[src/rtl/alu_pkg.sv]
// Shared ALU definitions: default operand width, result word type, opcodes, pointer helper.
package alu_pkg;

  localparam int unsigned DEFAULT_DATA_IN_WIDTH = 8;

  // ALU result word: operand width plus the carry/borrow bit in the MSB
  typedef logic [DEFAULT_DATA_IN_WIDTH:0] result_t;

  typedef enum logic [2:0] {
    OP_ADD = 3'd0,
    OP_SUB = 3'd1,
    OP_AND = 3'd2,
    OP_OR  = 3'd3,
    OP_XOR = 3'd4,
    OP_NOT = 3'd5,
    OP_SHL = 3'd6,
    OP_SHR = 3'd7
  } alu_op_e;

  // Next value of a circular pointer: DEPTH-1 wraps to 0, so any DEPTH works
  function automatic int unsigned wrap_inc(input int unsigned p, input int unsigned depth);
    return (p == depth - 1) ? 0 : p + 1;
  endfunction

endpackage

[src/rtl/fifo_ptr_wrap.sv]
// Registered circular pointer that advances on inc and wraps at DEPTH-1.
module fifo_ptr_wrap
  import alu_pkg::*;
#(
  parameter  int unsigned DEPTH = 4,
  localparam int unsigned PW    = $clog2(DEPTH)
) (
  input  logic          clk_i,
  input  logic          arst_n,
  input  logic          inc,
  output logic [PW-1:0] ptr
);

  // Pointer register with wrap
  always_ff @(posedge clk_i or negedge arst_n) begin
    if (!arst_n) begin
      ptr <= '0;
    end else if (inc) begin
      ptr <= PW'(wrap_inc(32'(ptr), DEPTH));
    end
  end

endmodule

[src/rtl/alu_result_fifo.sv]
// First-word-fall-through FIFO buffering ALU results with occupancy count and almost-full flag.
module alu_result_fifo
  import alu_pkg::*;
#(
  parameter  int unsigned DATA_IN_WIDTH = DEFAULT_DATA_IN_WIDTH,
  parameter  int unsigned DEPTH         = 4,
  parameter  int unsigned AF_LEVEL      = 3,
  localparam int unsigned WW            = DATA_IN_WIDTH + 1,
  localparam int unsigned CW            = $clog2(DEPTH + 1),
  localparam int unsigned PW            = $clog2(DEPTH)
) (
  input  logic          clk_i,
  input  logic          arst_n,
  input  logic [WW-1:0] in_data,
  input  logic          in_valid,
  output logic          in_ready,
  output logic [WW-1:0] out_data,
  output logic          out_valid,
  input  logic          out_ready,
  output logic [CW-1:0] count,
  output logic          full,
  output logic          empty,
  output logic          almost_full
);

  // Same layout as alu_pkg::result_t, sized by this instance's width
  typedef logic [WW-1:0] word_t;

  word_t          mem [DEPTH];
  logic [PW-1:0]  wr_ptr;
  logic [PW-1:0]  rd_ptr;
  logic [PW-1:0]  rd_ptr_nxt;
  logic [CW-1:0]  count_nxt;
  word_t          head_nxt;
  logic           push;
  logic           pop;

  // Handshakes use only registered flags, so out_ready never reaches in_ready
  assign push = in_valid & in_ready;
  assign pop  = out_valid & out_ready;

  fifo_ptr_wrap #(.DEPTH(DEPTH)) u_wr_ptr (
    .clk_i  (clk_i),
    .arst_n (arst_n),
    .inc    (push),
    .ptr    (wr_ptr)
  );

  fifo_ptr_wrap #(.DEPTH(DEPTH)) u_rd_ptr (
    .clk_i  (clk_i),
    .arst_n (arst_n),
    .inc    (pop),
    .ptr    (rd_ptr)
  );

  // Storage write; contents are deliberately left unreset
  always_ff @(posedge clk_i) begin
    if (push) begin
      mem[wr_ptr] <= in_data;
    end
  end

  // Next occupancy and next head word; the head slot may be the one written this cycle
  always_comb begin
    count_nxt  = count;
    rd_ptr_nxt = rd_ptr;
    head_nxt   = '0;
    unique case ({push, pop})
      2'b10:   count_nxt = count + CW'(1);
      2'b01:   count_nxt = count - CW'(1);
      default: count_nxt = count;
    endcase
    if (pop) begin
      rd_ptr_nxt = PW'(wrap_inc(32'(rd_ptr), DEPTH));
    end
    if (count_nxt != '0) begin
      head_nxt = (push && (wr_ptr == rd_ptr_nxt)) ? in_data : mem[rd_ptr_nxt];
    end
  end

  // Registered count, status flags and head-of-queue outputs
  always_ff @(posedge clk_i or negedge arst_n) begin
    if (!arst_n) begin
      count       <= '0;
      full        <= 1'b0;
      empty       <= 1'b1;
      almost_full <= 1'b0;
      in_ready    <= 1'b1;
      out_valid   <= 1'b0;
      out_data    <= '0;
    end else begin
      count       <= count_nxt;
      full        <= (count_nxt == CW'(DEPTH));
      empty       <= (count_nxt == '0);
      almost_full <= (count_nxt >= CW'(AF_LEVEL));
      in_ready    <= (count_nxt != CW'(DEPTH));
      out_valid   <= (count_nxt != '0);
      out_data    <= head_nxt;
    end
  end

endmodule

[config.mk]
export PLATFORM = sky130hd
export DESIGN_NAME = alu_result_fifo
export DESIGN_NICKNAME = d
export VERILOG_FILES = /design/src/rtl/alu_pkg.sv /design/src/rtl/fifo_ptr_wrap.sv /design/src/rtl/alu_result_fifo.sv
export SDC_FILE = /design/constraint.sdc
export NUM_CORES = 1
export LEC_CHECK = 0
export CORE_MARGIN = 2
export CORE_UTILIZATION = 41
export CTS_BUF_LIST = sky130_fd_sc_hd__clkbuf_8
export CTS_CLUSTER_DIAMETER = 150
export DETAILED_ROUTE_END_ITERATION = 12
export SETUP_SLACK_MARGIN = 0.5
export SLEW_MARGIN = 15
export SYNTH_ARGS = -nofsm -noshare
export SYNTH_HDL_FRONTEND = slang
export SYNTH_SLANG_ARGS = --single-unit
[constraint.sdc]
create_clock -name clk_i -period 6.5 [get_ports clk_i]
set_input_delay 1.3 -clock clk_i [delete_from_list [all_inputs] [get_ports clk_i]]
set_output_delay 1.3 -clock clk_i [all_outputs]
set_load 0.05 [all_outputs]
==> qor.txt <==
Total Wirelength - 4.056 mm
Worst skew pair latency - 330 ps
Diodes inserted - 0
Total of max-cap violations - 0
Layout cells sized above 1 - 19.53%
Top-level port count - 30
Post-synthesis sequential area ratio - 71.09%
Syn nets - 145
Cts bufs inserted - 9
Half-perimeter wire length after placement - 2.654 mm
H-tree depth - 3
Critical path launch point type - input pin
Worst slew margin - 36.59%
Avg WL per Cell - 16.83 µm
GPL Wtd Cong - 0.7577
Final setup violating endpoints - 0
Total Nets Final - 184
Crit path kind - in -> reg
Worst-margin pin slew - 948.2 ps
Initial DRC Count - 65
Drt first pass iters - 4
PortBufs - 29
Worst path max stage delay - 500 ps
Syn Area/Cell - 18.11 µm²
Setup WS pre-CTS - 2387 ps
Share of the synthesized area in the top cell type - 47.76%
Total GRT Usage - 14.87%
Min cycle time layout - 3769 ps
CP Data Required Time - 6710 ps
Site Rows - 27
Final Hold Slack - 565.6 ps
Yosys top cell by area - edfxtp_1
Mapped Cells - 125
CTS tree - built
CTS max path bufs - 2
Clock root buffer - clkbuf_8
Max Slew Vio Count - 0
Pin count of the biggest net entering global routing - 22
Vias per inst - 5.017
Reg clk slew, reported paths - 60 ps
FF+latch count, synth - 57
Die X - 78.30 µm
LEAKAGE - 1.126 nW
Die H - 78.30 µm
Critical-path cell list - clkdlybuf4s50_1, nand2_1, ha_1, inv_1, fa_1, xor2_1, o21a_1, nor3_2, and4bb_1, a22o_1
Number of filler cells placed in the layout - 450
Endpoints failing hold - 0
R2r worst-path depth - 9
CTS resizes - 0
RSZ-0062 raised after global routing - no
Outcome - finished, final reports clean
Setup Fix Bufs, Post-CTS - 0
Worst Setup Slack, final - 2731 ps
Mapped cell area - 2263 µm²
Post-synth cell types - 28
Post-Route Skew - 4.050 ps
Hold-fix buffers, CTS - 0
GRT overflow - 0
Residual DRC - 0
Global-route wire length before repair - 6.382 mm
Setup TNS Final - 0 ps
Synth area leaders - edfxtp_1, dfrtp_1, mux4_2
Fmax - 265.3 MHz
YS warnings - 0
Area Growth Syn to Fin - 25.98%
Initial core utilization - 41.88%
Max Fanout on Critical Path - 9
CP Capture Type - flop
DIE AREA - 6131 µm²
Antenna violations before repair - 0
Hold depth - 2
Pwr/cell area - 565.0 nW/µm²
Vias in the first global route - 1233
Core area - 5405 µm²
Via count - 1209
Clock sinks - 57
CP arrival - 3980 ps
Fin crit share - 57.99%
Remaining antenna violation count - 0
VDD IR max - 0.2165 mV
Slowest CP cell - clkdlybuf4s50_1
Hold Path Class - reg -> reg
sequential cells by signal (all words and copies together), names as in the netlist:
signal,count
u_rd_ptr.ptr,2
empty,1
almost_full,1
full,1
out_data,9
in_ready,1
u_wr_ptr.ptr,2
out_valid,1
mem,36
count,3
cells in the final DEF, fill, tap and decap left out:
cell and count:
fa_1 1, nor2_1 2, clkinv_2 2, a41oi_2 1, xnor2_1 3, nand2_1 4, clkdlybuf4s50_1 29, ha_1 6
and4bb_1 1, xor2_1 1, dfstp_2 2, edfxtp_1 36, clkinvlp_4 1, clkbuf_8 10, or2_2 1, nor3_2 1
and3b_1 1, mux2_2 1, a21o_1 1, mux2i_1 2, o21ai_0 1, a22o_1 9, a31oi_1 1, inv_1 11
and3_1 4, nor3_1 2, clkinv_1 1, mux4_2 9, dfrtp_1 19, buf_4 2, nand2_2 1, bufinv_16 2
o21a_1 1
cell usage after synthesis (all sizes together):
library cell	number
mux2i	2
buf	3
and3b	1
dfstp	2
ha	6
xnor2	3
mux4	9
nor3	3
nor2	2
and4bb	1
a31oi	1
or2	1
a22o	9
o21ai	1
mux2	1
a41oi	1
xor2	1
edfxtp	36
nand2	5
fa	1
a21o	1
and3	4
dfrtp	19
inv	11
o21a	1
layer usage:
layer | track usage [%] | up-vias | wire (µm)
met5 | 0 | - | 0
li1 | - | 555 | -
met3 | 3.678 | 9 | 185
met4 | 8.947 | 0 | 89
met2 | 23.19 | 36 | 1903
met1 | 18.86 | 609 | 1878
critical path: cells and delay by family:
family | cells | cell delay, ps
AND/OR/NAND/NOR | 3 | 870
adder cells (fa/ha/maj) | 2 | 580
buffers and inverters | 2 | 560
AO/OA/AOI/OAI | 2 | 480
XOR/XNOR | 1 | 180
report_power, final:
group / total, mW / switching [mW] / internal, mW / leakage [nW]
Combinational: 0.704 / 0.411 / 0.293 / 0.438
Clock: 0.357 / 0.134 / 0.223 / 0.110
Sequential: 0.550 / 0.0440 / 0.506 / 0.579
Total: 1.61 / 0.589 / 1.02 / 1.13
path summary, 6_finish.rpt:
kind	from	slack, ps	to
worst max-delay path	in_valid	2730	out_data[8]$_DFF_PN0_
worst min-delay path	count[1]$_DFF_PN0_	570	count[1]$_DFF_PN0_
worst max register to register	in_ready$_DFF_PN1_	3710	out_data[8]$_DFF_PN0_
worst min register to register	count[1]$_DFF_PN0_	570	count[1]$_DFF_PN0_
max in group asynchronous	arst_n	4420	out_data[3]$_DFF_PN0_
min in group asynchronous	arst_n	1500	u_wr_ptr.ptr[0]$_DFFE_PN0P_
cell type report:
type,instances,area [µm²],area share (%)
Sequential cell,57,1609,56.43
Timing Repair Buffer,31,305.3,10.71
Inverter,11,41.29,1.448
Multi-Input combinational cell,54,586.8,20.58
Clock inverter,6,81.33,2.852
Clock buffer,10,137.6,4.827
Tap cell,72,90.09,3.159
logic make-up (layout without fill, tap and decap cells):
kind of cell             Yosys count  count (layout)  share of synthesized area, %
buffers and inverters             14              58                         2.985
XOR/XNOR                           4               4                         1.548
AO/OA/AOI/OAI                     14              14                         5.363
adder cells (fa/ha/maj)            7               7                         4.201
AND/OR/NAND/NOR                   17              17                         4.478
flip-flops                        57              57                         71.09
multiplexers                      12              12                         10.34
per-stage QoR:
stage	cells	area, µm²	util [%]	total power, mW
after floorplan	125	2263	-	1.074
after global placement	225	2633	48.70	1.258
after detailed placement	225	2633	48.70	1.276
after CTS	241	2851	52.75	1.638
after global routing	241	2851	52.75	1.705
final	241	2851	52.75	1.611
(Power assumes the default switching activity.)
